`src/rtl/load_store_unit_pkg.sv`:
```
// Shared definitions for the load/store unit: FSM state encoding, debug view,
// writeback selector codes and memory latency limits.
package load_store_unit_pkg;

  typedef enum logic [2:0] {
    ST_IDLE    = 3'd0,
    ST_RD_REQ  = 3'd1,
    ST_RD_WAIT = 3'd2,
    ST_WR      = 3'd3,
    ST_DONE    = 3'd4
  } lsu_state_e;

  // Writeback selector codes shared by controller, selector and this block.
  localparam logic [1:0] WB_SEL_ALU   = 2'b00;
  localparam logic [1:0] WB_SEL_SHIFT = 2'b01;
  localparam logic [1:0] WB_SEL_REG   = 2'b10;
  localparam logic [1:0] WB_SEL_MEM   = 2'b11;

  localparam int MEM_LATENCY_MIN = 1;
  localparam int MEM_LATENCY_MAX = 4;

  typedef struct packed {
    lsu_state_e  state;
    logic [2:0]  wait_cnt;
  } lsu_dbg_t;

  function automatic bit latency_ok(input int lat);
    return (lat >= MEM_LATENCY_MIN) && (lat <= MEM_LATENCY_MAX);
  endfunction

endpackage

```
`src/rtl/load_store_unit_if.sv`:
```
// Controller/memory-facing bundle of the load/store unit.
// Handshake: start is a level sampled only while the unit is idle or finishing
// (busy=0); the unit answers with busy for the access and a one-cycle done.
interface load_store_unit_if #(
  parameter int DATA_WIDTH = 16,
  parameter int ADDR_WIDTH = 16
);

  logic                  start;
  logic                  isStore;
  logic [ADDR_WIDTH-1:0] addr;
  logic [DATA_WIDTH-1:0] storeData;
  logic [DATA_WIDTH-1:0] memRdata;
  logic [ADDR_WIDTH-1:0] memAddr;
  logic [DATA_WIDTH-1:0] memWdata;
  logic                  memWe;
  logic                  memRe;
  logic [DATA_WIDTH-1:0] loadData;
  logic                  busy;
  logic                  done;

  modport slave (
    input  start, isStore, addr, storeData, memRdata,
    output memAddr, memWdata, memWe, memRe, loadData, busy, done
  );

  modport master (
    output start, isStore, addr, storeData, memRdata,
    input  memAddr, memWdata, memWe, memRe, loadData, busy, done
  );

endinterface

```
`src/rtl/load_store_unit.sv`:
```
// Single-word load/store sequencer between the datapath and a synchronous
// data-memory RAM with a fixed read latency of MEM_LATENCY cycles.
module load_store_unit
  import load_store_unit_pkg::*;
#(
  parameter int DATA_WIDTH  = 16,
  parameter int ADDR_WIDTH  = 16,
  parameter int MEM_LATENCY = 1
) (
  input  logic                   clk,
  input  logic                   reset,
  load_store_unit_if.slave       bus,
  output lsu_dbg_t               dbg
);

  if (!latency_ok(MEM_LATENCY)) begin : g_bad_latency
    $error("load_store_unit: MEM_LATENCY must be in 1..4");
  end

  localparam logic [2:0] LAST_WAIT = 3'(MEM_LATENCY - 1);

  lsu_state_e state;
  logic [2:0] wait_cnt;

  always_comb begin
    dbg          = '0;
    dbg.state    = state;
    dbg.wait_cnt = wait_cnt;
  end

  // Every output is a register; the accept edge loads the first-cycle values
  // directly so WR/RD_REQ see the strobe and address with no extra stage.
  always_ff @(posedge clk) begin
    if (reset) begin
      state        <= ST_IDLE;
      wait_cnt     <= 3'd0;
      bus.memAddr  <= {ADDR_WIDTH{1'b0}};
      bus.memWdata <= {DATA_WIDTH{1'b0}};
      bus.loadData <= {DATA_WIDTH{1'b0}};
      bus.memWe    <= 1'b0;
      bus.memRe    <= 1'b0;
      bus.busy     <= 1'b0;
      bus.done     <= 1'b0;
    end else begin
      bus.memWe <= 1'b0;
      bus.memRe <= 1'b0;
      bus.done  <= 1'b0;
      case (state)
        ST_IDLE, ST_DONE: begin
          if (bus.start) begin
            bus.memAddr <= bus.addr;
            bus.busy    <= 1'b1;
            if (bus.isStore) begin
              state        <= ST_WR;
              bus.memWe    <= 1'b1;
              bus.memWdata <= bus.storeData;
            end else begin
              state     <= ST_RD_REQ;
              bus.memRe <= 1'b1;
            end
          end else begin
            state    <= ST_IDLE;
            bus.busy <= 1'b0;
          end
        end
        ST_WR: begin
          state    <= ST_DONE;
          bus.busy <= 1'b0;
          bus.done <= 1'b1;
        end
        ST_RD_REQ: begin
          state    <= ST_RD_WAIT;
          wait_cnt <= 3'd0;
        end
        ST_RD_WAIT: begin
          if (wait_cnt == LAST_WAIT) begin
            state        <= ST_DONE;
            wait_cnt     <= 3'd0;
            bus.loadData <= bus.memRdata;
            bus.busy     <= 1'b0;
            bus.done     <= 1'b1;
          end else begin
            wait_cnt <= wait_cnt + 3'd1;
          end
        end
        default: begin
          state    <= ST_IDLE;
          wait_cnt <= 3'd0;
          bus.busy <= 1'b0;
        end
      endcase
    end
  end

endmodule

```
`src/flat_wrapper.sv`:
```
// flat-port wrapper written by rule: the top's interface ports become plain ports
module load_store_unit_flat import load_store_unit_pkg::*;
#(
  parameter int DATA_WIDTH  = 16,
  parameter int ADDR_WIDTH  = 16,
  parameter int MEM_LATENCY = 1
)
  (clk, reset, dbg, bus_start, bus_isStore, bus_addr, bus_storeData, bus_memRdata, bus_memAddr, bus_memWdata, bus_memWe, bus_memRe, bus_loadData, bus_busy, bus_done);
  load_store_unit_if #(.DATA_WIDTH(DATA_WIDTH), .ADDR_WIDTH(ADDR_WIDTH)) bus_i ();
  input  logic clk;
  input  logic reset;
  output lsu_dbg_t dbg;
  input wire logic [$bits(bus_i.start)-1:0] bus_start;
  input wire logic [$bits(bus_i.isStore)-1:0] bus_isStore;
  input wire logic [$bits(bus_i.addr)-1:0] bus_addr;
  input wire logic [$bits(bus_i.storeData)-1:0] bus_storeData;
  input wire logic [$bits(bus_i.memRdata)-1:0] bus_memRdata;
  output wire logic [$bits(bus_i.memAddr)-1:0] bus_memAddr;
  output wire logic [$bits(bus_i.memWdata)-1:0] bus_memWdata;
  output wire logic [$bits(bus_i.memWe)-1:0] bus_memWe;
  output wire logic [$bits(bus_i.memRe)-1:0] bus_memRe;
  output wire logic [$bits(bus_i.loadData)-1:0] bus_loadData;
  output wire logic [$bits(bus_i.busy)-1:0] bus_busy;
  output wire logic [$bits(bus_i.done)-1:0] bus_done;
  assign bus_i.start = bus_start;
  assign bus_i.isStore = bus_isStore;
  assign bus_i.addr = bus_addr;
  assign bus_i.storeData = bus_storeData;
  assign bus_i.memRdata = bus_memRdata;
  assign bus_memAddr = bus_i.memAddr;
  assign bus_memWdata = bus_i.memWdata;
  assign bus_memWe = bus_i.memWe;
  assign bus_memRe = bus_i.memRe;
  assign bus_loadData = bus_i.loadData;
  assign bus_busy = bus_i.busy;
  assign bus_done = bus_i.done;
  load_store_unit #(.DATA_WIDTH(DATA_WIDTH), .ADDR_WIDTH(ADDR_WIDTH), .MEM_LATENCY(MEM_LATENCY)) u_core (.clk(clk), .reset(reset), .bus(bus_i), .dbg(dbg));
endmodule
```
`config.mk`:
```
export PLATFORM = sky130hd
export DESIGN_NAME = load_store_unit_flat
export DESIGN_NICKNAME = d
export VERILOG_FILES = /design/src/rtl/load_store_unit_pkg.sv /design/src/rtl/load_store_unit_if.sv /design/src/rtl/load_store_unit.sv /design/src/flat_wrapper.sv
export SDC_FILE = /design/constraint.sdc
export NUM_CORES = 1
export LEC_CHECK = 0
export ABC_AREA = 1
export CORE_ASPECT_RATIO = 0.5
export CORE_MARGIN = 2
export CORE_UTILIZATION = 30
export DETAILED_ROUTE_END_ITERATION = 10
export PLACE_DENSITY = 0.61
export SLEW_MARGIN = 20
export SYNTH_ARGS = -nofsm -noshare
export SYNTH_HDL_FRONTEND = slang
export SYNTH_SLANG_ARGS = --single-unit
```
`constraint.sdc`:
```
create_clock -name clk -period 1.65 [get_ports clk]
set_input_delay 0.2475 -clock clk [delete_from_list [all_inputs] [get_ports clk]]
set_output_delay 0.2475 -clock clk [all_outputs]
set_load 0.02 [all_outputs]
```
; Yosys cells after proc, flatten, opt, wreduce, memory -nomap -nowiden
; Cells that the tools add are included.
; W data, S select, Z words.
[word_totals]
regBits = 58
latchBits = 0
ramBits = 0
romBits = 0
in_bits = 52
output_inout_bits = 58
word_cells = 40
memories = 0
[classes]
addsub = 1
multipliers = 0
n_div = 0
magnitude_cmp = 0
eq_ne = 5
shifts = 0
muxes = 13
bitwise_logic = 3
reduce_logical = 9
[ops]
columns = operator, count
row1 = $pmux W3 S4, 1
row2 = $eq A3 B2 Y1 const B, 2
row3 = $logic_not A3 Y1, 2
row4 = $mux W3, 2
row5 = $pmux W3 S2, 1
row6 = $reduce_and A2 Y1, 3
row7 = $reduce_or A3 Y1, 2
row8 = $mux W1, 5
row9 = $mux W2, 2
row10 = $add A3 B1 Y3 const B, 1
row11 = $eq A3 B1 Y1 const B, 1
row12 = $eq A3 B3 Y1 const B, 1
row13 = $not A1 Y1, 3
row14 = $pmux W1 S3, 1
row15 = $reduce_and A3 Y1, 1
row16 = $ne A2 B1 Y1 const B, 1
row17 = $pmux W1 S2, 1
row18 = $reduce_or A2 Y1, 1

; Longest topological paths before layout
; Gate-level depths: netlist of the first run.
[depth]
word_depth = 4
depth_mapped = 9
mapped_depth_nobuf = 8

; Worst setup path before layout of the first run
; Ideal clock, no wire load.
[synth_path]
path_type = flip-flop to flip-flop
start = register u_core.wait_cnt[0]
end = register u_core.bus.loadData[10]
setup_ps = 116
t_arrival_ps = 1348
required_ps = 1534
slack_ps = 186
path_stages_with_launch = 10
path_buffers = 1
synth_period_minus_slack_ps = 1464
cell_sequence = dfxtp_1 > inv_1 > ha_1 > nand2_1 > inv_1 > nand2_4 > inv_6 > buf_12 > nor2_1 > nor2_1
[synth_via]
elab_chain_len = 2
[synth_lines]
columns = item, line_no
row1 = from (decl), load_store_unit.sv:23  ; logic [2:0] wait_cnt;
row2 = from (signal assigned), load_store_unit.sv:83  ; wait_cnt <= wait_cnt + 3'd1;
row3 = $logic_not A3 Y1, load_store_unit.sv:76  ; if (wait_cnt == LAST_WAIT) begin
row4 = $reduce_and A2 Y1 (no line), n/a
row5 = to (signal assigned), load_store_unit.sv:39  ; bus.loadData <= {DATA_WIDTH{1'b0}};
row6 = to (signal assigned), load_store_unit.sv:79  ; bus.loadData <= bus.memRdata;
row7 = to (decl), load_store_unit_if.sv:24  ; output memAddr, memWdata, memWe, memRe, loadData, busy, done
; No other way between the ends.
; A chain may end at the register's enable or synchronous reset.

; Worst setup path after layout of the first run
[layout_path]
start = register u_core.wait_cnt[2]
end = output port dbg[2] (netlist bit)
[layout_rtl]
columns = item, line_no
row1 = to (decl), flat_wrapper.sv:12  ; output lsu_dbg_t dbg;
; No word-level cell between the ends.

==> flow_metrics.env, run 1 <==
export IMPL_required_ps=1400
export IMPL_cp_cell_sequence="clkdlybuf4s50_1"
export IMPL_yosysMostFrequentCell="nor2_1"
export IMPL_chipWidth_um=122.6
export IMPL_initial_core_util_pct=31.22
export IMPL_synth_area_leaders="dfxtp_1 55%, nor2_1 18%, o21ai_0 11%"
export IMPL_synth_adder_area_share_pct=1.187
export IMPL_pwr_density_cell_nw_per_um2=1113
export IMPL_seq_area_frac_synth_pct=55.07
export IMPL_core_area_um2=6753
export IMPL_clk_pin_slew_ps=50
export IMPL_grt_max_degree=50
export IMPL_wl_per_cell_um=11.86
export IMPL_hold_path_class="reg -> reg"
export IMPL_fin_skew_ps=3.023
export IMPL_synth_xor_area_share_pct=0.4154
export IMPL_ys_warn_count=0
export IMPL_yosysTopAreaCell="dfxtp_1"
export IMPL_h_tree_depth=3
export IMPL_async_flop_share_pct=0
export IMPL_endpoint_kind="output port"
export IMPL_clock_sinks=58
export IMPL_dp_hpwl_um=4034
export IMPL_avgViaCountPerCell=4.273
export IMPL_syn_inst=261
export IMPL_synth_cell_types=26
export IMPL_ir_drop_mv=0.5596
export IMPL_relSlewSlack_pct=57.78
export IMPL_ctsResizeCount=2
export IMPL_numCtsBuffers=9
export IMPL_critPathMaxStageDelay_ps=630
export IMPL_clock_latency_ps=310
export IMPL_vias=1991
export IMPL_ys_ff_latch=58
export IMPL_finalWeightedCongestion=0.7588
export IMPL_maxCapViolations=0
export IMPL_io_buffers=109
export IMPL_synth_edf_count=0
export IMPL_layout_cells_non_filler=466
export IMPL_area_delta_synth_final_pct=66.29
export IMPL_finalHoldViolCount=0
export IMPL_pin_count=110
export IMPL_grt_pass1_vias=1922
export IMPL_worst_pin_slew_ps=632.4
export IMPL_hold_buffers=0
export IMPL_synth_nets=315
export IMPL_cts_root_buffer="clkbuf_16"
export IMPL_crit_path_start_kind="register"
export IMPL_max_clock_path_buffers=2
export IMPL_cp_slowest_cell="clkdlybuf4s50_1"
export IMPL_die_area_um2=7755
export IMPL_grt_pass1_wl_um=9004
export IMPL_syn_area_per_cell_um2=8.078
export IMPL_synth_top_family_by_area="simple AND/OR/NAND/NOR gates"
export IMPL_arrival_ps=1330
export IMPL_synth_compound_area_share_pct=12.88
export IMPL_finalMaxSlewViolations=0
export IMPL_synth_mux_area_share_pct=0
export IMPL_drt_total_wl_um=5525
export IMPL_finalCritPeriodShare_pct=95.73
export IMPL_antenna_found_initial=0
export IMPL_status="complete, no violations"
export IMPL_max_freq_mhz=633.1
export IMPL_grt_overflow_total=0
export IMPL_synth_common_cells="101 x nor2_1, 58 x dfxtp_1, 45 x o21ai_0"
export IMPL_rsz0062_at_grt="no"
export IMPL_fin_nets=426
export IMPL_path_delay_family="buffers and inverters"
export IMPL_die_h_um=63.28
export IMPL_setup_viol=0
export IMPL_crit_buf_inv=1
export IMPL_layout_drive_gt1_share_pct=6.684
export IMPL_rows=21
export IMPL_syn_area_um2=2108
export IMPL_ant_nets=0
export IMPL_drcViolationCount=0
export IMPL_n_antenna_cell=0
export IMPL_dpl_cell_count=453
export IMPL_power_uw=3902
export IMPL_firstDrtPassIters=4
export IMPL_period_minus_slack_ps=1580
export IMPL_grtUsageTotal_pct=14.77
export IMPL_cts_post_setup_buffers_inserted=0
export IMPL_drtIter0Drc=59
export IMPL_fin_util_pct=51.92
export IMPL_cts_tree="yes"
export IMPL_crit_type="reg -> out"
export IMPL_synth_top_cell_area_share_pct=55.07
export IMPL_yosys_most_used_dff="dfxtp_1"
export IMPL_post_synth_and_or_nand_nor_area_fraction_pct=23.92
export IMPL_power_leakage_uw=0.001393
export IMPL_path_max_fanout=4
## registers in the layout (all words and copies together) (netlist names)
signal and cells:
u_core.state 3, u_core.bus.busy 1, u_core.bus.memAddr 16, u_core.bus.memRe 1, u_core.bus.loadData 16, u_core.bus.done 1, u_core.bus.memWdata 16, u_core.wait_cnt 3
u_core.bus.memWe 1
## metrics by stage
stage                     TNS [ps]  hold WS [ps]  setup WS (ps)  cell area [um^2]
after floorplan                  0         326.8          186.4              2108
after global placement           0         464.9          43.25              3248
after detailed placement    -49.31         471.2         -24.87              3248
after CTS                        0         481.7          48.09              3506
after global routing             0         508.2          24.16              3506
final                            0         479.4          70.40              3506
## area by class of cell
cell class | instances | area, um^2
Fill cell | 654 | 3247
Sequential cell | 58 | 1161
Timing Repair Buffer | 112 | 1111
Multi-Input combinational cell | 180 | 809.5
Clock buffer | 13 | 260.3
Tap cell | 92 | 115.1
Inverter | 11 | 48.80
## tightest hold or removal path, cell delays in order, from the launching register on
cell	delay [ps]
dfxtp_1	320
nor2_1	50
nor2_1	80
## power by group
group | switching [uW] | internal, uW | leakage (uW)
Clock | 538 | 1070 | 0.000128
Combinational | 358 | 361 | 0.000789
Sequential | 61.0 | 1520 | 0.000476
## path summary, 6_finish.rpt
kind	start	end	slack [ps]	cells past startpoint
setup / recovery	u_core.wait_cnt[2]	dbg[2]	70	1
setup reg to reg	u_core.wait_cnt[0]	u_core.bus.loadData[0]	180	8
hold / removal	u_core.bus.loadData[13]	u_core.bus.loadData[13]	480	2
hold reg to reg	u_core.bus.loadData[13]	u_core.bus.loadData[13]	480	2
## per-layer routing
metal,up-vias,global-route usage [%],part of all wire (%)
met5,-,0,0
met4,0,4.310,0.52
met3,2,5.888,5.4
met2,44,25.76,51
met1,897,16.66,43
li1,1048,-,-
## kinds of logic after synthesis
logic type,count (synthesis)
AND/OR/NAND/NOR,123
XOR/XNOR,1
AO/OA/AOI/OAI,54
adder cells (fa/ha/maj),2
buffers and inverters,23
flip-flops,58
## cells in the final DEF, fill, tap and decap left out, types with 3 or more instances in the layout
cell | synthesis | routed
inv_1 | 5 | 5
nand3_1 | 4 | 4
a21oi_1 | 5 | 5
o21ai_1 | 3 | 3
nand2_1 | 12 | 12
o21ai_0 | 45 | 45
buf_4 | 2 | 3
nor2_1 | 101 | 101
inv_2 | 4 | 4
clkbuf_16 | 0 | 9
dfxtp_1 | 58 | 58
clkdlybuf4s50_1 | 0 | 107
(Power assumes the default switching activity.)
==> inputs of run 2 (changes only) <==
--- a/config.mk
+++ b/config.mk
@@ -9,6 +9,7 @@
 export CORE_ASPECT_RATIO = 0.5
 export CORE_MARGIN = 2
 export CORE_UTILIZATION = 30
+export CTS_CLUSTER_SIZE = 12
 export DETAILED_ROUTE_END_ITERATION = 10
 export PLACE_DENSITY = 0.61
 export SLEW_MARGIN = 20
==> constraint.sdc (replaced) <==
create_clock -name clk -period 1.65 [get_ports clk]
set_input_delay 0.2475 -clock clk [delete_from_list [all_inputs] [get_ports clk]]
set_output_delay 0.2475 -clock clk [all_outputs]
set_load 0.005 [all_outputs]
==> flow_metrics.env, run 2 (synthesized netlist as in run 1, its figures left out) <==
export IMPL_clock_sinks=58
export IMPL_rows=21
export IMPL_grtUsageTotal_pct=14.77
export IMPL_critPathMaxStageDelay_ps=550
export IMPL_placed_cell_area_um2=3248
export IMPL_clock_latency_ps=310
export IMPL_die_h_um=63.28
export IMPL_grt_max_degree=50
export IMPL_fin_util_pct=51.95
export IMPL_core_area_um2=6753
export IMPL_p_switching_uw=834.6
export IMPL_endpoint_kind="output port"
export IMPL_drt_total_wl_um=5524
export IMPL_cts_tree="yes"
export IMPL_ff2ff_path_depth=8
export IMPL_grt_pass1_vias=1922
export IMPL_fillCellCount=654
export IMPL_p_seq_share_pct=41.7
export IMPL_drcViolationCount=0
export IMPL_cts_root_buffer="clkbuf_16"
export IMPL_rsz0062_at_grt="no"
export IMPL_ctsResizeCount=0
export IMPL_internal_power_uw=2944
export IMPL_arrival_ps=1320
export IMPL_max_clock_path_buffers=2
export IMPL_hold_buffers=0
export IMPL_crit_cells=1
export IMPL_p_clk_share_pct=42.5
export IMPL_finalMaxSlewViolations=0
export IMPL_wl_per_cell_um=11.85
export IMPL_ant_nets=0
export IMPL_layout_drive_gt1_share_pct=6.684
export IMPL_io_buffers=109
export IMPL_maxCapViolations=0
export IMPL_h_tree_depth=3
export IMPL_setup_viol=0
export IMPL_antenna_found_initial=0
export IMPL_crit_buf_inv=1
export IMPL_finalHoldViolCount=0
export IMPL_pwr_density_cell_nw_per_um2=1077
export IMPL_finalCritPeriodShare_pct=94.87
export IMPL_required_ps=1400
export IMPL_pin_count=110
export IMPL_ir_drop_mv=0.5424
export IMPL_n_antenna_cell=0
export IMPL_hold_path_class="reg -> reg"
export IMPL_cp_slowest_cell="clkdlybuf4s50_1"
export IMPL_dp_hpwl_um=4034
export IMPL_hold_path_depth=2
export IMPL_crit_type="reg -> out"
export IMPL_initial_core_util_pct=31.22
export IMPL_grt_overflow_total=0
export IMPL_vias=1991
export IMPL_fin_nets=426
export IMPL_chipWidth_um=122.6
export IMPL_p_comb_share_pct=15.8
export IMPL_period_minus_slack_ps=1565
export IMPL_layout_commonest_cell="clkdlybuf4s50_1"
export IMPL_die_area_um2=7755
export IMPL_area_delta_synth_final_pct=66.41
export IMPL_power_leakage_uw=0.001385
export IMPL_crit_path_start_kind="register"
export IMPL_swShare_pct=22.09
export IMPL_numCtsBuffers=9
export IMPL_final_area_um2=3508
export IMPL_worst_pin_slew_ps=632.4
export IMPL_drtIter0Drc=59
export IMPL_status="complete, no violations"
export IMPL_fin_skew_ps=3.009
export IMPL_path_max_fanout=5
export IMPL_path_delay_family="buffers and inverters"
export IMPL_firstDrtPassIters=4
export IMPL_max_freq_mhz=638.8
export IMPL_finalWeightedCongestion=0.7588
export IMPL_grt_pass1_wl_um=9004
export IMPL_cts_post_setup_buffers_inserted=0
export IMPL_largestRegisters="u_core.bus.loadData: 16 flops, u_core.bus.memAddr: 16 flops, u_core.bus.memWdata: 16 flops"
export IMPL_cp_cell_sequence="clkdlybuf4s50_1"
export IMPL_avgViaCountPerCell=4.273
export IMPL_relSlewSlack_pct=57.78
export IMPL_clk_pin_slew_ps=50
export IMPL_layout_common_cells="109 x clkdlybuf4s50_1, 101 x nor2_1, 58 x dfxtp_1"
run 2: worst register-to-register path, delay by kind of cell (launching register included):
family,cells,cell delay [ps]
adders and majority gates,1,190
buffers and inverters,3,280
DFF,1,370
and+or+nand+nor,4,520
run 2: layout make-up:
type                    instances  area (um^2)  area share [%]
repair buffers                112         1114           31.74
clock buffers                  13        260.3           7.418
inverters                      11        48.80           1.391
multi-input cells             180        809.5           23.07
well taps                      92        115.1           3.281
flip-flops and latches         58         1161           33.10
run 2: metal layers:
metal / part of all wire, % / global-route usage [%] / vias to the layer above
met5: 0 / 0 / -
met4: 0.52 / 4.310 / 0
met3: 5.4 / 5.888 / 2
met2: 51 / 25.76 / 44
met1: 43 / 16.66 / 897
li1: - / - / 1048
run 2: final timing paths:
kind / to / startpoint / slack, ps
max: dbg[3] / u_core.state[0] / 80
min: u_core.bus.loadData[13] / u_core.bus.loadData[13] / 480
max reg2reg: u_core.bus.loadData[0] / u_core.wait_cnt[0] / 180
min reg2reg: u_core.bus.loadData[13] / u_core.bus.loadData[13] / 480
run 2: power groups by stage:
stage               Combinational [uW]  Clock, uW  Sequential (uW)
floorplan                          228          0             1610
global placement                   597          0             1600
detailed placement                 602          0             1600
CTS                                604       1650             1580
global route                       658       1720             1590
finish                             596       1610             1580
run 2: per-stage QoR:
stage	worst slack [ps]	instances	power, uW	TNS (ps)	hold slack (ps)
floorplan	317.1	261	1835	0	326.8
global placement	43.25	453	2197	0	464.9
detailed placement	-24.87	453	2206	-49.31	471.2
CTS	59.15	466	3831	0	481.7
global route	24.16	466	3967	0	508.2
finish	84.67	466	3779	0	479.4
==> inputs of run 3 (changes only) <==
--- a/config.mk
+++ b/config.mk
@@ -7,7 +7,7 @@
 export LEC_CHECK = 0
 export ABC_AREA = 1
 export CORE_ASPECT_RATIO = 0.5
-export CORE_MARGIN = 2
+export CORE_MARGIN = 1
 export CORE_UTILIZATION = 30
 export CTS_CLUSTER_SIZE = 12
 export DETAILED_ROUTE_END_ITERATION = 10
==> flow_metrics.env, run 3 (synthesized netlist as in run 1, its figures left out) <==
export IMPL_finalCritPeriodShare_pct=94.97
export IMPL_n_antenna_cell=0
export IMPL_crit_buf_inv=1
export IMPL_ctsResizeCount=0
export IMPL_io_buffers=109
export IMPL_drt_total_wl_um=5367
export IMPL_dp_hpwl_um=3885
export IMPL_ir_drop_mv=0.5282
export IMPL_grt_pass1_wl_um=8493
export IMPL_layout_commonest_cell="clkdlybuf4s50_1"
export IMPL_layout_common_cells="109 x clkdlybuf4s50_1, 101 x nor2_1, 58 x dfxtp_1"
export IMPL_crit_type="reg -> out"
export IMPL_ant_nets=0
export IMPL_holdWs_ps=479.3
export IMPL_required_ps=1400
export IMPL_path_max_fanout=5
export IMPL_chipWidth_um=120.6
export IMPL_power_leakage_uw=0.001380
export IMPL_max_freq_mhz=638.1
export IMPL_cts_post_setup_buffers_inserted=0
export IMPL_die_area_um2=7387
export IMPL_drtIter0Drc=48
export IMPL_status="complete, no violations"
export IMPL_avgViaCountPerCell=4.287
export IMPL_arrival_ps=1320
export IMPL_clock_latency_ps=310
export IMPL_pin_count=110
export IMPL_clock_sinks=58
export IMPL_h_tree_depth=3
export IMPL_maxCapViolations=0
export IMPL_grtUsageTotal_pct=15.07
export IMPL_worst_pin_slew_ps=630.8
export IMPL_initial_core_util_pct=31.34
export IMPL_grt_overflow_total=0
export IMPL_wl_per_cell_um=11.49
export IMPL_finalHoldViolCount=0
export IMPL_grt_max_degree=50
export IMPL_rsz0062_at_grt="no"
export IMPL_dpl_cell_count=453
export IMPL_cts_root_buffer="clkbuf_16"
export IMPL_cp_cell_sequence="clkdlybuf4s50_1"
export IMPL_endpoint_kind="output port"
export IMPL_cts_tree="yes"
export IMPL_grt_pass1_vias=1874
export IMPL_setup_tns_final_ps=0
export IMPL_critPathMaxStageDelay_ps=560
export IMPL_relSlewSlack_pct=57.88
export IMPL_hold_path_class="reg -> reg"
export IMPL_path_delay_family="buffers and inverters"
export IMPL_rows=21
export IMPL_fin_nets=426
export IMPL_max_clock_path_buffers=2
export IMPL_area_delta_synth_final_pct=66.11
export IMPL_numCtsBuffers=9
export IMPL_core_area_um2=6726
export IMPL_antenna_found_initial=0
export IMPL_vias=2002
export IMPL_setup_viol=0
export IMPL_finalWeightedCongestion=0.7591
export IMPL_firstDrtPassIters=4
export IMPL_finalMaxSlewViolations=0
export IMPL_largestRegisters="u_core.bus.loadData: 16 flops, u_core.bus.memAddr: 16 flops, u_core.bus.memWdata: 16 flops"
export IMPL_drcViolationCount=0
export IMPL_clk_pin_slew_ps=50
export IMPL_layout_drive_gt1_share_pct=6.400
export IMPL_layout_cells_non_filler=467
export IMPL_hold_buffers=0
export IMPL_die_h_um=61.28
export IMPL_fin_skew_ps=2.169
export IMPL_crit_path_start_kind="register"
export IMPL_period_minus_slack_ps=1567
export IMPL_pwr_density_cell_nw_per_um2=1070
export IMPL_cp_slowest_cell="clkdlybuf4s50_1"
## run 3: cell types whose count changed in the layout (fill, tap and decap cells not counted)
cell,before,now
clkbuf_1,2,4
clkbuf_8,2,1
## run 3: final cells by class
type	count	area (um^2)
clock buffers	14	254.0
inverters	11	48.80
flip-flops and latches	58	1161
repair buffers	112	1114
fillers	649	3224
multi-input cells	180	809.5
well taps	92	115.1
## run 3: report_power, final
group	total (uW)	internal, uW	switching, uW
registers	1580	1520	60.0
clock network	1570	1040	537
logic	597	362	235
## run 3: final timing paths
path	from	endpoint	slack (ps)	cells past startpoint
max	u_core.state[0]	dbg[3]	80	1
min	u_core.bus.memAddr[15]	u_core.bus.memAddr[15]	480	2
max reg2reg	u_core.wait_cnt[0]	u_core.bus.loadData[1]	180	8
min reg2reg	u_core.bus.memAddr[15]	u_core.bus.memAddr[15]	480	2
## run 3: per-layer routing
| metal | global-route usage [%] | share of wire, % | vias to the layer above |
|---|---|---|---|
| li1 | - | - | 1054 |
| met1 | 17.33 | 45 | 896 |
| met2 | 27.09 | 51 | 48 |
| met3 | 5.185 | 3.7 | 4 |
| met4 | 5.291 | 0.47 | 0 |
| met5 | 0 | 0 | - |
## run 3: stage by stage
stage | total power (uW) | setup WS [ps] | instance area, um^2 | utilization [%]
after floorplan | 1835 | 317.1 | 2108 | -
after global placement | 2195 | 31.28 | 3248 | 48.29
after detailed placement | 2204 | 26.99 | 3248 | 48.29
after CTS | 3798 | 70.58 | 3502 | 52.06
after global routing | 3942 | 23.26 | 3502 | 52.06
final | 3746 | 82.96 | 3502 | 52.06
==> variant: new RTL, flow settings as in run 1 <==
`ADDR_WIDTH` is set to 16 in 3 places; all go to 18.
--- a/src/rtl/load_store_unit_if.sv
+++ b/src/rtl/load_store_unit_if.sv
@@ -3,7 +3,7 @@
 // (busy=0); the unit answers with busy for the access and a one-cycle done.
 interface load_store_unit_if #(
   parameter int DATA_WIDTH = 16,
-  parameter int ADDR_WIDTH = 16
+  parameter int ADDR_WIDTH = 18
 );
 
   logic                  start;
--- a/src/rtl/load_store_unit.sv
+++ b/src/rtl/load_store_unit.sv
@@ -4,7 +4,7 @@
   import load_store_unit_pkg::*;
 #(
   parameter int DATA_WIDTH  = 16,
-  parameter int ADDR_WIDTH  = 16,
+  parameter int ADDR_WIDTH  = 18,
   parameter int MEM_LATENCY = 1
 ) (
   input  logic                   clk,
--- a/src/flat_wrapper.sv
+++ b/src/flat_wrapper.sv
@@ -2,7 +2,7 @@
 module load_store_unit_flat import load_store_unit_pkg::*;
 #(
   parameter int DATA_WIDTH  = 16,
-  parameter int ADDR_WIDTH  = 16,
+  parameter int ADDR_WIDTH  = 18,
   parameter int MEM_LATENCY = 1
 )
   (clk, reset, dbg, bus_start, bus_isStore, bus_addr, bus_storeData, bus_memRdata, bus_memAddr, bus_memWdata, bus_memWe, bus_memRe, bus_loadData, bus_busy, bus_done);
Interface: changed (resized bus_addr and bus_memAddr); port bits go from 110 to 114. The function was not compared with the original's and may differ.
==> variant against run 1 <==
  * Sequential cell count rose by 2
  * Sequential power rose by 3%
  * Synthesized area rose by 4.7%
  * Power rose by 14%
  * Worst setup slack improved by 0.016 ns
  * Wire length rose by 14%
  * Utilization rose by 0.23 points
  * Cell area rose by 7.7%
  * Largest cell class unchanged
==> variant: results (changes against run 1) <==
Setup path
  • Reg2Reg Depth: 6 (-2)
  • Critical Path End: dbg[1]
  • Worst Setup SP: u_core.wait_cnt[1]
  • Critical path's slowest cell: clkdlybuf4s50_1
  • Worst R2R Setup Slack: 0.24 ns (+0.06 ns)

Detailed routing
  • First DRT Iteration DRCs: 122 (+110%)
  • DR WL met3: 275 um (-7.7%)
  • Routed length on met2: 3110 um (+10%)
  • DR vias: 2185 (+9.7%)
  • Wire length on met1: 2860 um (+20%)
  • Total wire length: 6310 um (+14%)

Synth
  • Syn_nets: 330 (+4.8%)
  • Seq/Total Area, Yosys: 54.4% (-0.65 points)
  • Cells after synthesis: 274 (+5.0%)
  • Distinct cells, synth: 23 (-12%)
  • Top cells by count, synth: nor2_1, dfxtp_1, o21ai_0
  • Synth area leaders: dfxtp_1, nor2_1, o21ai_0, nor3_1, o21ai_1

Placement
  • I/O Buffers: 113 (+3.7%)
  • Final Wtd Congestion: 0.741 (-2.4%)
  • Post-DP Area: 3440 sq um (+5.9%)
  • DP HPWL: 4640 um (+15%)
  • Placed Cells incl. Taps: 475 (+4.9%)

Global routing
  • Met1 Usage GRT: 19.5% (+2.9 points)
  • Global Route Usage Sum: 16.3% (+1.5 points)
  • Met3 Resource Use GR: 4.95% (-0.93 points)
  • Largest net degree at the start of global routing: 35 (-30%)
  • First-pass GRT wire length: 10500 um (+17%)
  • GR Util met2: 28.0% (+2.2 points)

STA
  • Fmax: 0.640 GHz (+1.0%)
  • Final Skew: 0.00461 ns (+0.00159 ns)
  • Min Hold Slack: 0.483 ns (+0.00327 ns)

Pwr
  • Leakage: 1.53 nW (+10%)
  • Peak supply drop: 590 uV (+5.4%)

Cells and area
  • Nets: 446 (+4.7%)
  • Fillers: 692 (+5.8%)
  • Layout cells sized above 1: 8.10% (+1.4 points)

Worst hold path
  • WHS Endpoint: u_core.bus.memAddr[10]
  • Hold Crit Start: u_core.bus.memAddr[10]

Outcome
  • Status: finished, final reports clean

Floorplan
  • Die Wd: 125 um (+2.2%)
[variant: changes by cell type after synthesis, sizes merged, moves of 2 or more]
cell and delta:
clkbuf +3, dfxtp +2, o21ai +2, nand3 +3, nor2 -10, nor3 +15
[variant: kinds of logic (layout without fill, tap and decap cells)]
kind of cell,count (synthesis),in the layout,synth area share (%)
fa+ha+maj,2,2,1.13
compound gates,55,55,12.5
buf+inv,26,147,5.56
simple gates,131,131,26.4
flops,60,60,54.4
[variant: layout make-up]
class | count | area (sq um) | area share [%]
multi-input combinational | 188 | 883 | 23.4
tap | 96 | 120 | 3.18
clock inverter | 4 | 70.1 | 1.86
sequential | 60 | 1200 | 31.8
timing repair buffer | 119 | 1190 | 31.5
inverter | 12 | 45.0 | 1.19
clock buffer | 12 | 267 | 7.06
[variant: power breakdown]
part | leakage [nW] | switching [mW] | internal (mW)
Clock | 0.169 | 0.622 | 1.44
Sequential | 0.493 | 0.0662 | 1.56
Combinational | 0.873 | 0.376 | 0.382
